File: config.mk
export PLATFORM = sky130hd
export DESIGN_NAME = hazard_controller
export DESIGN_NICKNAME = d
export VERILOG_FILES = /design/src/rtl/hazard_controller.sv
export SDC_FILE = /design/constraint.sdc
export NUM_CORES = 1
export LEC_CHECK = 0
export BUFFER_PORTS_ARGS = -buffer_cell sky130_fd_sc_hd__buf_2
export CAP_MARGIN = 20
export CORE_MARGIN = 2
export CORE_UTILIZATION = 45
export DETAILED_ROUTE_END_ITERATION = 8
export GPL_TIMING_DRIVEN = 1
export PLACE_DENSITY = 0.82
export SYNTH_ARGS = -nofsm -noshare
export SYNTH_HDL_FRONTEND = slang
export SYNTH_SLANG_ARGS = --single-unit
File: constraint.sdc
create_clock -name clock -period 3.05 [get_ports clock]
set_clock_uncertainty 0.15 [all_clocks]
set_input_delay 0.61 -clock clock [delete_from_list [all_inputs] [get_ports clock]]
set_output_delay 0.61 -clock clock [all_outputs]
set_load 0.05 [all_outputs]
File: src/rtl/hazard_controller.sv
// rtl/hazard_controller.sv - stall/flush sequencer for the 5-stage pipeline
module hazard_controller #(
   parameter int MDU_LATENCY     = 4,
   parameter int REG_ADDR_WIDTH  = 5,
   parameter int STALL_CNT_WIDTH = 16
) (
   input  logic                       clock,
   input  logic                       reset,
   input  logic [REG_ADDR_WIDTH-1:0]  rs_d,
   input  logic [REG_ADDR_WIDTH-1:0]  rt_d,
   input  logic                       branch_d,
   input  logic                       branch_taken_d,
   input  logic                       mdu_op_d,
   input  logic                       mdu_read_d,
   input  logic [REG_ADDR_WIDTH-1:0]  write_reg_e,
   input  logic                       reg_write_e,
   input  logic                       mem_to_reg_e,
   input  logic                       mdu_start_e,
   input  logic [REG_ADDR_WIDTH-1:0]  write_reg_m,
   input  logic                       mem_to_reg_m,
   output logic                       fetch_write,
   output logic                       decode_write,
   output logic                       decode_flush,
   output logic                       execute_flush,
   output logic                       mdu_busy,
   output logic [STALL_CNT_WIDTH-1:0] stall_count
);

   typedef enum logic {
      IDLE = 1'b0,
      BUSY = 1'b1
   } mdu_state_t;

   localparam logic [3:0] MDU_LOAD = 4'(MDU_LATENCY - 1);

   mdu_state_t state, state_next;
   logic [3:0] mdu_cnt, mdu_cnt_next;

   logic match_e, match_m;
   logic lw_stall, br_stall, mdu_stall, stall;

   // Register 0 is hardwired to zero, so it never produces a dependency.
   assign match_e = (write_reg_e != '0) && ((write_reg_e == rs_d) || (write_reg_e == rt_d));
   assign match_m = (write_reg_m != '0) && ((write_reg_m == rs_d) || (write_reg_m == rt_d));

   assign lw_stall  = mem_to_reg_e && match_e;
   assign br_stall  = branch_d && ((reg_write_e && match_e) || (mem_to_reg_m && match_m));
   assign mdu_stall = (mdu_op_d || mdu_read_d) && mdu_busy;
   assign stall     = lw_stall || br_stall || mdu_stall;

   assign mdu_busy = (state == BUSY);

   always_ff @(posedge clock) begin
      if (reset) begin
         state   <= IDLE;
         mdu_cnt <= '0;
      end else begin
         state   <= state_next;
         mdu_cnt <= mdu_cnt_next;
      end
   end

   // A start while BUSY is a protocol violation and is deliberately ignored.
   always_comb begin
      state_next   = state;
      mdu_cnt_next = mdu_cnt;
      case (state)
         IDLE: begin
            if (mdu_start_e) begin
               state_next   = BUSY;
               mdu_cnt_next = MDU_LOAD;
            end
         end
         BUSY: begin
            if (mdu_cnt == 4'd1) begin
               state_next   = IDLE;
               mdu_cnt_next = '0;
            end else begin
               mdu_cnt_next = mdu_cnt - 4'd1;
            end
         end
         default: begin
            state_next   = IDLE;
            mdu_cnt_next = '0;
         end
      endcase
   end

   always_comb begin
      fetch_write   = 1'b1;
      decode_write  = 1'b1;
      decode_flush  = 1'b1;
      execute_flush = 1'b1;
      if (!reset) begin
         fetch_write   = !stall;
         decode_write  = !stall;
         decode_flush  = branch_taken_d && !stall;
         execute_flush = stall;
      end
   end

   always_ff @(posedge clock) begin
      if (reset) begin
         stall_count <= '0;
      end else if (stall && (stall_count != '1)) begin
         stall_count <= stall_count + 1'b1;
      end
   end

endmodule

# Yosys cells after proc, flatten, opt, wreduce, memory -nomap -nowiden
# Index checks and enable logic that the tools add are counted.
dict set report classes {
  n_addsub 2
  eq_ne 7
  n_mux 9
  n_bitwise 1
  n_reduce_logical 18
}
# operator count
set op_table {}
lappend op_table {{5-bit == test} 4}
lappend op_table {{16-bit by 1-bit adder with 16-bit output (second input constant)} 1}
lappend op_table {{16-bit inequality test (second input constant)} 1}
lappend op_table {{5-bit nonzero test} 2}
lappend op_table {{1-bit logical AND} 9}
lappend op_table {{4-bit two-way mux} 2}
lappend op_table {{4-bit one-hot mux with 2 select lines} 1}
lappend op_table {{1-bit logical OR} 6}
lappend op_table {{1-bit two-way mux} 5}
lappend op_table {{4-bit by 1-bit == test with 1-bit output (second input constant)} 1}
lappend op_table {{4-bit by 1-bit subtractor with 4-bit output (second input constant)} 1}
lappend op_table {{2-bit inequality test (second input constant)} 1}
lappend op_table {{1-bit one-hot mux with 2 select lines} 1}
lappend op_table {{1-bit logical NOT} 1}
lappend op_table {{1-bit inverter} 1}
dict set report totals {
  ff_bits 21
  in_bits 30
  out_inout_bits 21
  wordCells 40
}

# Logic depth before layout (Yosys ltp)
# Gate-level depths: netlist of run 1.
dict set report depth {
  ltp_word 11
  depth_mapped 8
  mapped_depth_nobuf 7
}

# Least setup slack after synthesis of run 1
# No wires, ideal clock.
dict set report synth_timing {
  path_kind {in2out}
  start {input port write_reg_m[0]}
  end {output port fetch_write}
  arrival_ps 3066
  required_time_ps 2290
  setup_slack_ps -776
  cell_stages 5
  path_buffers 1
  cell_sequence {or3_1 > o311a_1 > a22o_4 > o21ai_0 > buf_4}
}
dict set report synth_via {
  elab_chain_cells 10
  word_cells_on_any_way 12
}
# element line_no
set synth_rtl {}
lappend synth_rtl {{start, declared} 19} ;# input logic [REG_ADDR_WIDTH-1:0] write_reg_m,
lappend synth_rtl {{5-bit == test} 44} ;# assign match_m = (write_reg_m != '0) && ((write_reg_m == rs_d) || (write_reg_m == rt_d));
lappend synth_rtl {{1-bit logical OR} 44}
lappend synth_rtl {{1-bit logical AND (*)} 44}
lappend synth_rtl {{1-bit logical AND (*)} 47} ;# assign br_stall = branch_d && ((reg_write_e && match_e) || (mem_to_reg_m && match_m));
lappend synth_rtl {{1-bit logical OR (*)} 47}
lappend synth_rtl {{1-bit logical AND (*)} 47}
lappend synth_rtl {{1-bit logical OR (*) (2 in a row)} 49} ;# assign stall = lw_stall || br_stall || mdu_stall;
lappend synth_rtl {{1-bit logical NOT (*)} -}
lappend synth_rtl {{1-bit two-way mux (*)} -}
lappend synth_rtl {{end, declared} 21} ;# output logic fetch_write,
# Mark *: on every way between the ends. The rest lies on a longest branch, timed or not.

# Final worst setup path of run 1
dict set report layout_timing {
  start {input port write_reg_m[0]}
  end {output port decode_flush}
}
dict set report layout_via {
  elab_chain_cells 11
  word_cells_on_any_way 13
}
# element line_no
set layout_rtl {}
lappend layout_rtl {{5-bit == test} 44}
lappend layout_rtl {{1-bit logical OR} 44}
lappend layout_rtl {{1-bit logical AND (*)} 44}
lappend layout_rtl {{1-bit logical AND (*)} 47}
lappend layout_rtl {{1-bit logical OR (*)} 47}
lappend layout_rtl {{1-bit logical AND (*)} 47}
lappend layout_rtl {{1-bit logical OR (*) (2 in a row)} 49}
lappend layout_rtl {{1-bit logical NOT (*)} 97} ;# decode_flush = branch_taken_d && !stall;
lappend layout_rtl {{1-bit logical AND (*)} 97}
lappend layout_rtl {{1-bit two-way mux (*)} 94} ;# if (!reset) begin
lappend layout_rtl {{end, declared} 23} ;# output logic decode_flush,
# Marked as above.

==> results of run 1 <==
[final cells by class]
type	instances	area share, %
well taps	33	2.42
clock buffers	3	1.32
flip-flops and latches	21	24.6
repair buffers	54	17.3
inverters	7	1.54
multi-input cells	132	52.5
clock inverters	1	0.293
[synthesized netlist by cell type, types with 2 or more instances]
cell type	number	area, µm²
o22ai_1	2	12.5
a21oi_1	12	60.1
o211ai_1	2	15.0
o21ai_0	5	25.0
or4_2	6	52.6
o31ai_1	5	37.5
xnor2_1	20	175
dfxtp_1	21	420
o31a_1	2	17.5
nor3_1	3	15.0
buf_6	2	22.5
nand3_1	9	45.0
nor4_1	5	31.3
ha_1	3	37.5
nand4_1	6	37.5
clkbuf_1	3	11.3
o21a_1	5	37.5
nand2_1	16	60.1
mux2i_1	2	20.0
nor2_1	11	41.3
o31a_2	3	30.0
or3_1	3	18.8
inv_1	7	26.3
[layer usage]
layer	track usage (%)	vias up	wire (µm)
li1	-	722	-
met1	21.7	623	1390
met2	32.0	40	1480
met3	3.06	4	196
met4	10.7	0	46
met5	0	-	0
[cell usage in the layout (no fill, tap or decap), types with 2 or more instances in the layout]
cell type,count
buf_2,49
dfxtp_1,21
xnor2_1,20
nand2_1,16
a21oi_1,12
nor2_1,10
nand3_1,9
inv_1,7
nand4_1,6
or4_2,6
nor4_1,5
o21a_1,5
o31ai_1,5
o21ai_0,4
buf_4,4
or3_1,3
nor3_1,3
o31a_2,3
ha_1,3
clkbuf_4,3
o22ai_1,2
o21ai_4,2
o211ai_1,2
mux2i_1,2
o31a_1,2
[power by group through the flow]
stage          sequential [W]  combinational (W)  clock (W)
6_report             0.000295           0.000179   0.000137
4_1_cts              0.000295           0.000179   0.000142
2_1_floorplan        0.000313           0.000112          0
5_1_grt              0.000298           0.000195   0.000149
3_3_place_gp         0.000301           0.000176          0
3_5_place_dp         0.000302           0.000178          0
[metrics by stage]
stage          setup slack [ns]  total power [W]  utilization (%)
2_1_floorplan             0.136         0.000425                -
3_3_place_gp             0.0613         0.000477             56.3
3_5_place_dp             0.0333         0.000480             56.3
4_1_cts                  0.0287         0.000617             57.2
5_1_grt                  0.0198         0.000642             57.4
6_report                  0.143         0.000612             57.4
[cells by family (layout without fill, tap and decap cells)]
kind of cell	count (synthesis)	count (layout)	synth area share [%]
flip-flops	21	21	30.5
adder cells (fa/ha/maj)	3	3	2.73
XOR/XNOR	21	21	13.4
multiplexers	2	2	1.45
AND/OR/NAND/NOR	62	62	23.5
AO/OA/AOI/OAI	44	44	23.2
buffers and inverters	14	65	5.27
[critical path, stage by stage]
cell,delay (ns)
buf_2,0.12
or3_1,0.37
o311a_1,0.32
a22o_4,0.28
nor2_2,0.13
nand2_1,0.07
nand2_1,0.06
buf_4,0.20
[registers in the layout, summed over array words and instances (netlist names)]
signal	flops
mdu_cnt	4
stall_count	16
mdu_busy	1
[how the worst min path moves through the flow]
stage | start | end | slack, ns | depth (start not counted)
2_1_floorplan | mdu_cnt[2] | mdu_cnt[2] | 0.35 | 2
3_3_place_gp | stall_count[12] | stall_count[12] | 0.35 | 2
3_5_place_dp | stall_count[6] | stall_count[6] | 0.36 | 2
6_report | stall_count[6] | stall_count[6] | 0.38 | 2
4_1_cts | stall_count[6] | stall_count[6] | 0.38 | 2
5_1_grt | stall_count[12] | stall_count[12] | 0.40 | 2
[repair_timing]
item                                    CTS  global route
gates resized for setup                   0             3
endpoints found under the setup margin    0             1
setup buffers                             0             0
==> run metrics, run 1 <==
outcome finished clean; cells after synthesis between 150 and 200; share of the yosys chip area belonging to registers a little under a third; filler cell count a little under 300; Clock Path Buffers 2; Nets ~250; Routed Antenna Nets 0; Reg2Reg Setup Slack 0.84 ns; Switching Fraction about a third; GRT Resource Usage Total a little under a fifth; total congestion overflow 0; Initial Util ~46%; Die Area ~3500 µm²; setup violators final 0; FF+latch count, synth 21; FF-to-FF path depth 6; Core Area around 3000 µm²; combinational power share roughly 29%; Final min period between 2 and 3 ns; Via density 5.53; crit end category output port; Sequential Power Share 48.3%; crit path launch write_reg_m[0]; Final period util 95.3%; initial antenna violation count 0; DR iter-0 viols 35; Worst setup SP type input pin; Crit Reg-Reg Endpoint stall_count[13]; end point of the critical path decode_flush; Clock transition at path regs 0.12 ns; clock root buffer clkbuf_4; Die Height just under 60 µm; CTS HTree Levels 1; CP Max Fanout 3; Slew Limit Fails 0; Yosys cell types 37; mapped cell area roughly 1400 µm²; Hold Fails Final Rpt 0; HP Class reg -> reg; Max-slew headroom between 70 and 80%; Ant. Diodes 0; RSZ-0062 raised after global routing false; Leakage a little under 0.7 nW; CP Data Arrival Time around 2.2 ns; DR vias roughly 1.4k; Crit Reg-Reg Startpoint mdu_busy; async set or reset register ratio after synthesis 0%; Synth Net Count 200; Internal Pwr Total approximately 0.00041 W; placed inst area roughly 1700 µm²; CTS tree built; Multi-input gate area approximately 900 µm²; cts hold-fix bufs 0; area growth from synthesis to layout 24.1%; CTS Sinks 21; largest net degree at the start of global routing 28; ys flop type dfxtp_1; I/O pin total 51; residual DRC count 0; Die X about 59 µm; worst-margin pin slew 0.427 ns; Setup TNS 0 ns; share of cells above drive strength 1 roughly a third; first-pass GRT wire length 5110 µm; gpl congestion 0.860; Routed WL per cell 12.4 µm; wirelength, routed between 3000 and 4000 µm; hpwl dp roughly 2400 µm; Cells after DPL about 250; Worst-Skew Late Latency 0.31 ns; final hold slack around 0.38 ns; Yosys warnings 0; TritonCTS Buffers 3; Clock power frac 22.4%; fmax 0.344 GHz; number of enable flip-flop cells after synthesis 0; design area around 1700 µm²; WS Path Type in -> out; Finished Layout Cells about 250; Reg area 420 µm²; max cap viols 0; port buffer count 50; row count 20; sw power 0.000203 W; power per cell area about 360 nW/µm²; CP Data Required Time 2.29 ns; worst IR drop on VDD around 0.23 mV; number of global-route vias before repair between 1k and 1.5k; DRT Pass-1 Iters 4; syn avg cell area 8.24 µm²
No activity file was read; power rests on OpenSTA's default activity.
==> run 2: changes to the inputs <==
--- a/config.mk
+++ b/config.mk
@@ -8,10 +8,10 @@
 export BUFFER_PORTS_ARGS = -buffer_cell sky130_fd_sc_hd__buf_2
 export CAP_MARGIN = 20
 export CORE_MARGIN = 2
-export CORE_UTILIZATION = 45
+export CORE_UTILIZATION = 49
 export DETAILED_ROUTE_END_ITERATION = 8
 export GPL_TIMING_DRIVEN = 1
-export PLACE_DENSITY = 0.82
+export PLACE_DENSITY = 0.87
 export SYNTH_ARGS = -nofsm -noshare
 export SYNTH_HDL_FRONTEND = slang
 export SYNTH_SLANG_ARGS = --single-unit
==> run 2 against run 1 <==
- sequential power about the same
- via count increased by 0.79%
- fmax decreased by 1.4%
- flip-flop and latch count unchanged
- die area decreased by 7.6%
- global-route usage increased by 0.59 points
- count of clock-buffer cells in the layout unchanged
- clock power about the same
- total power about the same
- first-iteration DRC count increased by 11%
- largest cell class unchanged
- largest power group unchanged
- highest routed layer unchanged
==> run metrics, run 2 (synthesis results as in run 1) <==
most frequent cells in the layout buf_2 (49), dfxtp_1 (21), xnor2_1 (20); Leakage 0.680 nW (-0.25%); wirelength, routed 3140 µm (+1.2%); crit end category output port; Worst setup SP type input pin; sw power 0.000204 W (+0.40%); port buffer count 50 (unchanged); Clock Path Buffers 2 (unchanged); Die Area 3250 µm² (-7.6%); WS Path Type in -> out; M2 GR Usage 32.5% (+0.49 points); Clock power frac 22.4% (about the same); HP Class reg -> reg; area growth from synthesis to layout 23.5%; residual DRC count 0 (unchanged); CTS HTree Levels 1 (unchanged); gr busiest metal met2; first-pass GRT wire length 5150 µm (+0.68%); Reg2Reg Setup Slack 0.77 ns (-0.07 ns); CP Data Arrival Time 2.19 ns (+0.04 ns); Crit Reg-Reg Startpoint stall_count[0]; Initial Util 50.8% (+4.6 points); Sequential Power Share 48.2% (about the same); FF-to-FF path depth 7 (+1); Core Area 2710 µm² (-9.0%); Reg area 420 µm² (unchanged); fmax 0.339 GHz (-1.4%); Pwr Total 0.000612 W (about the same); clock root buffer clkbuf_4; Nets 253 (+0.40%); Final period util 96.6% (+1.3 points); Routed WL per cell 12.6 µm (+1.6%); max cap viols 0 (unchanged); Clock transition at path regs 0.12 ns (about the same); Final min period 2.95 ns (+0.0399 ns); DRT Pass-1 Iters 4 (unchanged); Die X 57 µm (-3.9%); Switching Fraction 33.3% (+0.11 points); M3 GR Usage 3.40% (+0.34 points); DR iter-0 viols 39 (+11%); Multi-input gate area 897 µm² (unchanged); setup violators final 0 (unchanged); I/O pin total 51 (unchanged); CP Max Fanout 4 (+1); DR vias 1400 (+0.79%); share of cells above drive strength 1 33.8% (+0.30 points); Worst-Skew Late Latency 0.31 ns (about the same); cts hold-fix bufs 0 (unchanged); CP Data Required Time 2.29 ns (about the same); outcome finished clean; worst-margin pin slew 0.421 ns (-0.00595 ns); Reg with most FFs stall_count; Ant. Diodes 0 (unchanged); hpwl dp 2450 µm (+1.4%); final hold slack 0.383 ns (+0.00716 ns); initial antenna violation count 0 (unchanged); CTS tree built; met1 Use GR 24.9% (+3.2 points); combinational power share 29.4% (about the same); Routed Antenna Nets 0 (unchanged); worst IR drop on VDD 0.344 mV (+48%); gpl congestion 0.906 (+5.4%); power per cell area 360 nW/µm² (+0.52%); GRT Resource Usage Total 19.2% (+0.59 points); post-CTS sizing 0 (unchanged); Die Height 57 µm (-3.9%); total congestion overflow 0 (unchanged); Max-slew headroom 71.8% (+0.40 points); RSZ-0062 raised after global routing false; end point of the critical path execute_flush; Slew Limit Fails 0 (unchanged); max reg flops 16 (unchanged); Via density 5.60 (+1.2%); Crit Reg-Reg Endpoint stall_count[4]; Setup TNS 0 ns (unchanged); filler cell count 241 (-17%); number of global-route vias before repair 1237 (-3.9%); Hold Fails Final Rpt 0 (unchanged); TritonCTS Buffers 3 (unchanged); Internal Pwr Total 0.000408 W (about the same); row count 19 (-5.0%); largest net degree at the start of global routing 17 (-39%); CTS Sinks 21 (unchanged); Setup Fix Bufs, Post-CTS 0 (unchanged); commonest non-fill, non-tap cell in the layout buf_2; crit path launch write_reg_m[1]
==> run 2: changes by cell type in the layout (fill, tap and decap cells not counted), sizes merged <==
cell    change
clkbuf      +1
==> run 2: power by group through the flow <==
stage,combinational (W),sequential (W),clock (W)
floorplan,0.000112,0.000313,0
global placement,0.000175,0.000301,0
detailed placement,0.000178,0.000301,0
CTS,0.000179,0.000295,0.000142
global route,0.000195,0.000297,0.000154
finish,0.000180,0.000295,0.000137
==> run 2: how the worst min path moves through the flow <==
stage                     slack, ns  cells past startpoint            start              end
after floorplan                0.35                      2       mdu_cnt[2]       mdu_cnt[2]
after global placement         0.35                      2   stall_count[6]   stall_count[6]
after detailed placement       0.36                      2  stall_count[12]  stall_count[12]
after CTS                      0.38                      2  stall_count[12]  stall_count[12]
after global routing           0.40                      2  stall_count[13]  stall_count[13]
final                          0.38                      2  stall_count[12]  stall_count[12]
==> run 2: layout make-up <==
cell class / count / share of cell area, %
tap: 31 / 2.28
sequential: 21 / 24.7
clock inverter: 1 / 0.294
timing repair buffer: 55 / 17.1
inverter: 7 / 1.55
multi-input combinational: 132 / 52.8
clock buffer: 3 / 1.32
==> run 2: metal layers <==
metal  wire (µm)  vias up  share of wire (%)
li1            -      725                  -
met3         171        2                5.4
met2        1500       45                 48
met5           0        -                  0
met1        1450      628                 46
met4          20        0               0.64
==> run 2: stage by stage <==
step	instance area (µm²)	setup WS (ns)	utilization [%]	std cells
5_1_grt	1700	0.0254	62.7	250
2_1_floorplan	1390	0.136	-	167
6_report	1700	0.103	62.7	250
3_5_place_dp	1670	0.0646	61.5	246
4_1_cts	1700	0.0477	62.6	250
3_3_place_gp	1670	0.0636	61.5	246
==> run 2: critical path, cell delays in order <==
cell	delay, ns
buf_2	0.13
or3_1	0.35
o311a_1	0.31
a22o_4	0.29
nor2_2	0.11
buf_4	0.12
nand2_1	0.05
clkbuf_4	0.23
